### src/rtl/switch_in_port.sv
// switch_in_port: ingress stage of the switch.
//
// Frames byte-serial packets (DA, SA, LEN, LEN payload bytes) arriving on
// data_in while sw_enable_in is high, checks the header, and buffers only
// complete, routable packets. Buffered packets are forwarded to the switch
// core as a valid/ready byte stream with sop/eop markers and the packet's
// destination. Malformed, aborted or unroutable packets are discarded.
//
// Optional feature: define SW_IN_PKT_CNT_EN to add saturating packet
// counters pkt_ok_cnt / pkt_drop_cnt.
//
// Ports:
//   clk           clock, rising edge
//   rst_n         asynchronous reset, active HIGH (name kept for compatibility)
//   data_in       serial packet byte, sampled while sw_enable_in=1
//   sw_enable_in  high for exactly the bytes of one packet
//   read_out      busy: upstream must not start a packet while high
//   out_data      byte to the switch core
//   out_valid     out_data is valid
//   out_ready     core accepts the byte when out_valid & out_ready
//   out_sop       current byte is the DA byte
//   out_eop       current byte is the last byte of the packet
//   out_dest      DA of the current packet, stable from sop through eop
//   pkt_ok_cnt    (SW_IN_PKT_CNT_EN) committed packet count, saturating
//   pkt_drop_cnt  (SW_IN_PKT_CNT_EN) dropped/aborted packet count, saturating
module switch_in_port #(
    parameter int unsigned DEPTH     = 128,
    parameter int unsigned MAX_LEN   = 32,
    parameter int unsigned NUM_PORTS = 4
) (
    input  logic        clk,
    input  logic        rst_n,
    input  logic [7:0]  data_in,
    input  logic        sw_enable_in,
    output logic        read_out,
    output logic [7:0]  out_data,
    output logic        out_valid,
    input  logic        out_ready,
    output logic        out_sop,
    output logic        out_eop,
    output logic [1:0]  out_dest
`ifdef SW_IN_PKT_CNT_EN
    ,
    output logic [15:0] pkt_ok_cnt,
    output logic [15:0] pkt_drop_cnt
`endif
);

    localparam int unsigned AW          = $clog2(DEPTH);
    localparam logic [AW:0] DEPTH_P     = (AW+1)'(DEPTH);
    localparam logic [AW:0] ROOM        = (AW+1)'(MAX_LEN + 3);
    localparam logic [7:0]  MAX_LEN_B   = 8'(MAX_LEN);
    localparam logic [7:0]  NUM_PORTS_B = 8'(NUM_PORTS);

    // S_SKIP swallows overrun bytes after a commit until sw_enable_in drops,
    // so trailing bytes can never be mistaken for a new packet's DA.
    typedef enum logic [2:0] {S_IDLE, S_SA, S_LEN, S_PAY, S_DROP, S_SKIP} wstate_t;
    typedef enum logic [1:0] {R_DA, R_SA, R_LEN, R_PAY} rpos_t;

    logic [7:0]  mem [DEPTH];

    wstate_t     state;
    logic [AW:0] wr_ptr;
    logic [AW:0] cm_ptr;
    logic [7:0]  da_q;
    logic [7:0]  cnt;
    logic        wr_en;
    logic        commit;
    logic        hdr_bad;

    rpos_t       rpos;
    logic [AW:0] rd_ptr;
    logic [AW:0] cm_rd;
    logic [7:0]  rcnt;
    logic [7:0]  rd_byte;

    always_comb begin
        hdr_bad = (data_in > MAX_LEN_B) || (da_q >= NUM_PORTS_B);
        wr_en   = 1'b0;
        commit  = 1'b0;
        if (sw_enable_in) begin
            case (state)
                S_IDLE: wr_en = !read_out;
                S_SA:   wr_en = 1'b1;
                S_LEN: begin
                    wr_en  = 1'b1;
                    commit = !hdr_bad && (data_in == 8'd0);
                end
                S_PAY: begin
                    wr_en  = 1'b1;
                    commit = (cnt == 8'd1);
                end
                default: ;
            endcase
        end
    end

    always_ff @(posedge clk) begin
        if (wr_en) mem[wr_ptr[AW-1:0]] <= data_in;
    end

    // Write-side framing FSM
    always_ff @(posedge clk or posedge rst_n) begin
        if (rst_n) begin
            state  <= S_IDLE;
            wr_ptr <= '0;
            cm_ptr <= '0;
            da_q   <= '0;
            cnt    <= '0;
        end else begin
            if (commit) cm_ptr <= wr_ptr + 1'b1;
            case (state)
                S_IDLE: begin
                    if (sw_enable_in) begin
                        if (read_out) begin
                            state <= S_DROP;
                        end else begin
                            da_q   <= data_in;
                            wr_ptr <= wr_ptr + 1'b1;
                            state  <= S_SA;
                        end
                    end
                end
                S_SA: begin
                    if (!sw_enable_in) begin
                        wr_ptr <= cm_ptr;
                        state  <= S_IDLE;
                    end else begin
                        wr_ptr <= wr_ptr + 1'b1;
                        state  <= S_LEN;
                    end
                end
                S_LEN: begin
                    if (!sw_enable_in) begin
                        wr_ptr <= cm_ptr;
                        state  <= S_IDLE;
                    end else if (hdr_bad) begin
                        wr_ptr <= cm_ptr;
                        state  <= S_DROP;
                    end else begin
                        wr_ptr <= wr_ptr + 1'b1;
                        cnt    <= data_in;
                        state  <= commit ? S_SKIP : S_PAY;
                    end
                end
                S_PAY: begin
                    if (!sw_enable_in) begin
                        wr_ptr <= cm_ptr;
                        state  <= S_IDLE;
                    end else begin
                        wr_ptr <= wr_ptr + 1'b1;
                        cnt    <= cnt - 8'd1;
                        if (commit) state <= S_SKIP;
                    end
                end
                S_DROP: begin
                    wr_ptr <= cm_ptr;
                    if (!sw_enable_in) state <= S_IDLE;
                end
                default: begin
                    if (!sw_enable_in) state <= S_IDLE;
                end
            endcase
        end
    end

    assign rd_byte = mem[rd_ptr[AW-1:0]];

    // Read side works from a one-cycle-delayed copy of the commit pointer,
    // which sets the DA presentation two clocks after the committing edge.
    always_ff @(posedge clk or posedge rst_n) begin
        if (rst_n) begin
            cm_rd     <= '0;
            rd_ptr    <= '0;
            rpos      <= R_DA;
            rcnt      <= '0;
            read_out  <= 1'b0;
            out_data  <= '0;
            out_valid <= 1'b0;
            out_sop   <= 1'b0;
            out_eop   <= 1'b0;
            out_dest  <= '0;
        end else begin
            cm_rd    <= cm_ptr;
            read_out <= (DEPTH_P - (cm_ptr - rd_ptr)) < ROOM;
            if (!out_valid || out_ready) begin
                if (rd_ptr != cm_rd) begin
                    out_data  <= rd_byte;
                    out_valid <= 1'b1;
                    out_sop   <= (rpos == R_DA);
                    out_eop   <= 1'b0;
                    rd_ptr    <= rd_ptr + 1'b1;
                    case (rpos)
                        R_DA: begin
                            out_dest <= rd_byte[1:0];
                            rpos     <= R_SA;
                        end
                        R_SA: rpos <= R_LEN;
                        R_LEN: begin
                            rcnt <= rd_byte;
                            if (rd_byte == 8'd0) begin
                                out_eop <= 1'b1;
                                rpos    <= R_DA;
                            end else begin
                                rpos <= R_PAY;
                            end
                        end
                        default: begin
                            rcnt <= rcnt - 8'd1;
                            if (rcnt == 8'd1) begin
                                out_eop <= 1'b1;
                                rpos    <= R_DA;
                            end
                        end
                    endcase
                end else begin
                    out_valid <= 1'b0;
                    out_sop   <= 1'b0;
                    out_eop   <= 1'b0;
                end
            end
        end
    end

`ifdef SW_IN_PKT_CNT_EN
    logic drop_ev;

    // Every started packet that does not commit is counted exactly once:
    // on DROP entry or on an abort.
    always_comb begin
        drop_ev = 1'b0;
        case (state)
            S_IDLE:       drop_ev = sw_enable_in && read_out;
            S_SA, S_PAY:  drop_ev = !sw_enable_in;
            S_LEN:        drop_ev = !sw_enable_in || hdr_bad;
            default:      drop_ev = 1'b0;
        endcase
    end

    always_ff @(posedge clk or posedge rst_n) begin
        if (rst_n) begin
            pkt_ok_cnt   <= '0;
            pkt_drop_cnt <= '0;
        end else begin
            if (commit && (pkt_ok_cnt != '1))    pkt_ok_cnt   <= pkt_ok_cnt + 1'b1;
            if (drop_ev && (pkt_drop_cnt != '1)) pkt_drop_cnt <= pkt_drop_cnt + 1'b1;
        end
    end
`endif

endmodule

### config.mk
export PLATFORM = sky130hd
export DESIGN_NAME = switch_in_port
export DESIGN_NICKNAME = d
export VERILOG_FILES = /design/src/rtl/switch_in_port.sv
export SDC_FILE = /design/constraint.sdc
export NUM_CORES = 1
export LEC_CHECK = 0
export BUFFER_PORTS_ARGS = -buffer_cell sky130_fd_sc_hd__buf_2
export CAP_MARGIN = 10
export CELL_PAD_IN_SITES_DETAIL_PLACEMENT = 0
export CELL_PAD_IN_SITES_GLOBAL_PLACEMENT = 1
export CORE_MARGIN = 4
export CORE_UTILIZATION = 25
export DETAILED_ROUTE_END_ITERATION = 8
export PLACE_DENSITY_LB_ADDON = 0.1
export RECOVER_POWER = 50
export SLEW_MARGIN = 20
export SYNTH_ARGS = -nofsm -noshare
export SYNTH_HDL_FRONTEND = slang
export SYNTH_SLANG_ARGS = --single-unit
### constraint.sdc
create_clock -name clk -period 5.05 [get_ports clk]
set_clock_uncertainty 0.1 [all_clocks]
set_input_delay 1.515 -clock clk [delete_from_list [all_inputs] [get_ports clk]]
set_output_delay 1.515 -clock clk [all_outputs]
set_load 0.005 [all_outputs]
Word-level counts from Yosys, hierarchy flattened
Memory sizes are Yosys's and may differ from the RTL's.
Cells that the tools add are included.
{"block": "totals", "wordCells": 103, "output_inout_bits": 14, "input_bits": 12, "mem_bits_rw": 1024, "n_memories": 1, "regBits": 75}
{"block": "classes", "mux": 36, "n_bitwise": 2, "magnitude_cmp": 3, "add_sub_neg": 6, "eq_ne": 16, "n_reduce_logical": 24}
{"memory": "mem", "words": 128, "width": 8, "rd": 1, "rd_ports_with_merged_regs": 0, "wr": 1, "line_no": "60", "text": "logic [7:0] mem [DEPTH];"}
{"operator": "8-bit 2-to-1 mux", "n": 8}
{"operator": "8-bit case mux with 2 select lines", "n": 2}
{"operator": "8-bit case mux with 4 select lines", "n": 1}
{"operator": "3-bit 2-to-1 mux", "n": 8}
{"operator": "3-bit AND reduction", "n": 6}
{"operator": "8-bit by 1-bit adder with 8-bit output, second input constant", "n": 2}
{"operator": "8-bit by 1-bit == test with 1-bit output, second input constant", "n": 2}
{"operator": "8-bit logical NOT", "n": 2}
{"operator": "8-bit by 1-bit subtractor with 8-bit output, second input constant", "n": 2}
{"operator": "3-bit case mux with 4 select lines", "n": 1}
{"operator": "2-bit != test, second input constant", "n": 5}
{"operator": "1-bit 2-to-1 mux", "n": 9}
{"operator": "8-bit by 3-bit >= comparator with 1-bit output, second input constant", "n": 1}
{"operator": "8-bit by 6-bit greater-than comparator with 1-bit output, second input constant", "n": 1}
{"operator": "8-bit by 6-bit less-than comparator with 1-bit output, second input constant", "n": 1}
{"operator": "8-bit != test", "n": 1}
{"operator": "4-bit nonzero test", "n": 2}
{"operator": "8-bit subtractor", "n": 1}
{"operator": "8-bit subtractor, first input constant", "n": 1}
{"operator": "3-bit by 2-bit == test with 1-bit output, second input constant", "n": 2}
{"operator": "2-bit 2-to-1 mux", "n": 3}
{"operator": "1-bit case mux with 2 select lines", "n": 3}
{"operator": "2-bit case mux with 3 select lines", "n": 1}
{"operator": "5-bit by 1-bit != test with 1-bit output, second input constant", "n": 1}
{"operator": "16 further kinds", "n": 21}

Longest topological paths before layout
{"block": "logic_depth", "depth_word": 10, "ltp_mapped": 17, "ltp_nobuf": 12}

Worst setup path before layout
Ideal clock, no wire load.
{"block": "synth_timing", "kind": "register to register", "startpoint": "reg rd_ptr[1]", "endpoint": "reg rpos[1]", "setup_time_ns": 0.120, "setup_slack_ns": 1.287, "n_path_buf": 6, "period_less_slack_ns": 3.763, "arrival_ns": 3.542, "stages_incl_launch_ff": 14, "required_ns": 4.830, "cell_sequence": "dfrtp_1 -> buf_4 -> buf_2 -> buf_2 -> buf_2 -> buf_2 -> clkbuf_1 -> mux4_2 -> a22oi_1 -> a31oi_1 -> a221oi_1 -> a311oi_1 -> or4b_4 -> a41o_1"}
{"block": "synth_between", "elab_chain_len": 4, "word_cells_on_any_way": 6, "cone_classes": "1 x eq/ne; 2 x mux; 2 x reduce/logical; 1 x memory"}
{"element": "from (decl)", "line_no": "72", "text": "logic [AW:0] rd_ptr;"}
{"element": "from (signal assigned)", "line_no": "192", "text": "rd_ptr <= rd_ptr + 1'b1;"}
{"element": "memory read 128 x 8 bit"}
{"element": "8-bit logical NOT", "line_no": "201", "text": "if (rd_byte == 8'd0) begin"}
{"element": "2-bit 2-to-1 mux", "line_no": "201"}
{"element": "2-bit case mux with 3 select lines", "line_no": "193", "text": "case (rpos)"}
{"element": "to (signal assigned)", "line_no": "196", "text": "rpos <= R_SA;"}
{"element": "to (signal assigned)", "line_no": "203", "text": "rpos <= R_DA;"}
{"element": "to (signal assigned)", "line_no": "205", "text": "rpos <= R_PAY;"}
{"element": "to (decl)", "line_no": "71", "text": "rpos_t rpos;"}
Parallel ways exist; a longest one is shown, timed or not.
A chain may end at the register's enable or synchronous reset.

Worst setup path in the final report
{"block": "layout_timing", "startpoint": "in data_in[4]", "endpoint": "reg cnt[4]"}
{"block": "layout_between", "elab_chain_len": 4, "word_cells_on_any_way": 7, "cone_classes": "1 x order compare; 1 x eq/ne; 3 x mux; 2 x reduce/logical"}
{"element": "from (decl)", "line_no": "33", "text": "input logic [7:0] data_in,"}
{"element": "8-bit by 6-bit greater-than comparator with 1-bit output", "line_no": "78", "text": "hdr_bad = (data_in > MAX_LEN_B) || (da_q >= NUM_PORTS_B);"}
{"element": "1-bit logical OR", "line_no": "78"}
{"element": "2-bit != test (no line)"}
{"element": "4-bit AND reduction (no line)"}
{"element": "to (signal assigned)", "line_no": "142", "text": "cnt <= data_in;"}
{"element": "to (signal assigned)", "line_no": "152", "text": "cnt <= cnt - 8'd1;"}
{"element": "to (decl)", "line_no": "66", "text": "logic [7:0] cnt;"}
Parallel ways exist; a longest one is shown, timed or not. The select of a mux whose other input is x is not followed.

==> metrics <==
CP Launch Point data_in[4]; power per cell area approximately 570 nW/um2; WP data arrival approximately 5.1 ns; Max Cap Viol 15; Buf+Inv Stages, Crit Path 3; wire per inst slightly below 30 um; r2r setup slk around 0.57 ns; number of vias per cell ~4.6; Rows between 150 and 200; number of synthesized register bits 1097; depth of the CTS H-tree 4; Setup crit start kind input port; peak supply drop approximately 270 uV; HP Class reg2reg; setup bufs post-CTS 0; Distinct cells, synth ~70; worst r2r src rd_ptr[0]$_DFFE_PP0P_; Crit-path slowest cell clkbuf_1; critical path, cell by cell buf_4 -> clkbuf_1 -> buf_4 -> a22oi_1 -> o21ai_0; GR Layer Usage met2 0.2581; Layout Nets about 2600; syn_area_per_cell about 19 um2; Crit Path Class in2reg; Top delay family on crit path buffers and inverters; ANT nets after route 0; final setup TNS 0 ns; Peak Freq approximately 220 MHz; Die Wd 427.0 um; clk root buf clkbuf_16; Worst-Skew Late Latency slightly below 0.8 ns; CTS tree built; Mapped Area about 44000 um2; Final Cycle Share 0.9001; cell taking the most area after synthesis edfxtp_1; hold buffer count at cts 0; post_cts resized 0; Register Area 32590 um2; Worst setup EP type flop; overall global routing resource usage 0.1589; DRT Pass-1 Iters 5; die area about 180000 um2; DRC violations left 0; starting density of the core 0.2519; fill cell count about 17000; overall routed net length approximately 140 mm; Final WS setup between 0.5 and 0.6 ns; Worst-path clk slew about 0.050 ns; Vert. Die Dim approximately 430 um; Post-synth EDFFs roughly 1000; grt peak-use layer met2; Remaining Overflow, GRT 0; final setup fails 0; sequential-to-total area share from yosys stat 0.7423; max-slew violation count ~780; Final Critical Period about 4.5 ns; dpl ws between 0.4 and 0.5 ns; Req. time, crit path approximately 5.6 ns; Hold Fails Final Rpt 0; TritonCTS Buffers about 130; failing checks capacitance limit, slew limit; area occupied by multi-input gates around 11000 um2; initial antenna violation count 18; GRT met3 Usage 0.03459; CORE AREA between 150000 and 200000 um2; Slew @ Worst Pin ~3.3 ns; GR Util met1 0.2114; cell count after synthesis around 2300; RSZ-0062 raised after global routing false; Sinks on Clock Net 1097; Synth area leaders edfxtp_1 (70%), mux4_2 (11%), dfrtp_1 (4.2%); gpl congestion slightly below 0.8; Synth Flop Type edfxtp_1; largest net degree at the start of global routing ~130; Slew HR -1.185; port bufs 25; CP Max Fanout 77; Critical Path Max Stage Delay 1.97 ns; share of layout cells above drive strength 1 0.2299; HPWL Detailed about 94 mm; Vias approximately 23000; Post-synth ARST share 0.06655; Pleak roughly 17 nW; number of cells on the critical path 5; number of DRC markers in iteration 0 roughly 2100; Area Overhead vs Synth 18.71%; vias in the first global route between 20000 and 25000; Final Util 0.2991; YS warnings 0; I/O pin count 26; status finished, violations left; top-area cell type share of the netlist area 0.7007; Synth Net Count around 2400; first-pass GRT wire length 200.8 mm; R2R depth 9; r2r endpoint rpos[1]$_DFFE_PP0P_; Clock Tree Buf Depth 3; crit path to cnt[4]$_DFFE_PP0P_; CP most frequent cell buf_4
## layout make-up
type | count | share of cell area
repair buffers | 225 | 0.03221
diodes | 1 | 0.00004803
flip-flops and latches | 1097 | 0.6256
clock buffers | 172 | 0.06828
clock inverters | 67 | 0.01285
well taps | 2325 | 0.05584
inverters | 28 | 0.002041
multi-input cells | 1091 | 0.2032
## how the worst min path moves through the flow
stage                          to  depth (start not counted)  slack (ns)             startpoint
2_1_floorplan  cm_rd[6]$_DFF_PP0_                          0        0.25  cm_ptr[6]$_DFFE_PP0P_
4_1_cts        cm_rd[6]$_DFF_PP0_                          0        0.31  cm_ptr[6]$_DFFE_PP0P_
5_1_grt        cm_rd[6]$_DFF_PP0_                          0        0.32  cm_ptr[6]$_DFFE_PP0P_
3_3_place_gp   cm_rd[6]$_DFF_PP0_                          0        0.30  cm_ptr[6]$_DFFE_PP0P_
6_report       cm_rd[6]$_DFF_PP0_                          0        0.31  cm_ptr[6]$_DFFE_PP0P_
3_5_place_dp   cm_rd[6]$_DFF_PP0_                          0        0.30  cm_ptr[6]$_DFFE_PP0P_
## worst reg2reg max path, cell delays in order, from the launching register on
cell	delay, ns
dfrtp_4	0.71
buf_12	0.31
buf_4	0.33
mux4_2	0.54
mux4_2	0.59
a31oi_1	0.28
a2bb2oi_1	0.13
or4_1	0.50
or4b_4	0.61
a41o_1	0.27
## sequential cells by signal, summed over array words and instances, names as in the netlist, 2 cells and up
name      flops
cm_rd         8
rcnt          8
wr_ptr        8
cm_ptr        8
rpos          2
out_data      8
cnt           8
rd_ptr        8
state         3
mem        1024
da_q          6
out_dest      2
## layer usage
layer / up-vias / wire [um]
met5: - / 37
met4: 6 / 4506
met3: 215 / 7142
met2: 571 / 69210
met1: 12430 / 63650
li1: 9986 / -
## where the power goes
part	leakage, nW	internal [W]	switching (W)
registers	10.1	0.0103	0.000468
logic	4.67	0.00371	0.00596
clock network	2.06	0.00547	0.00387
## cell usage in the layout (no fill, tap or decap), types with 25 or more instances in the layout
cell          n
edfxtp_1   1024
mux4_2      211
nor2_1      192
buf_4       153
clkbuf_16   135
mux2i_1     121
nand2_1      98
clkbuf_1     68
dfrtp_1      68
a21oi_1      54
o21ai_0      44
clkinv_1     34
xnor2_1      28
nand3_1      26
mux2_2       26
a22oi_1      25
## cell usage after synthesis (14+ instances only)
cell type	number
nor2b_1	23
mux2i_1	121
a211oi_1	19
inv_1	24
a21oi_1	54
ha_1	23
dfrtp_1	73
nor3_1	23
buf_2	46
o221ai_1	16
o21ai_0	44
a221oi_1	23
clkbuf_1	49
edfxtp_1	1024
nor2_1	194
a221o_1	14
mux4_2	211
mux2_2	26
xnor2_1	28
a22oi_1	25
buf_4	14
nand2_1	98
nand3_1	26
## cells by family (layout without fill, tap and decap cells)
| family | after synthesis | count (layout) | synth area share |
|---|---|---|---|
| flops | 1097 | 1097 | 0.7423 |
| simple gates | 409 | 409 | 0.04074 |
| buf+inv | 150 | 492 | 0.01705 |
| fa+ha+maj | 24 | 24 | 0.007013 |
| compound gates | 268 | 268 | 0.04279 |
| other cells | 0 | 1 | 0 |
| xor+xnor | 29 | 29 | 0.005788 |
| mux | 361 | 361 | 0.1443 |
## through the flow
| stage | power [W] | hold WS, ns | cells | cell area, um2 |
|---|---|---|---|---|
| finish | 0.02978 | 0.3134 | 5006 | 52100 |
| global route | 0.03117 | 0.3222 | 5006 | 52100 |
| CTS | 0.03038 | 0.3120 | 5005 | 52270 |
| detailed placement | 0.02090 | 0.2974 | 4766 | 48040 |
| global placement | 0.02090 | 0.2957 | 4766 | 48030 |
| floorplan | 0.01623 | 0.2537 | 2338 | 43890 |
(Power assumes the default switching activity.)
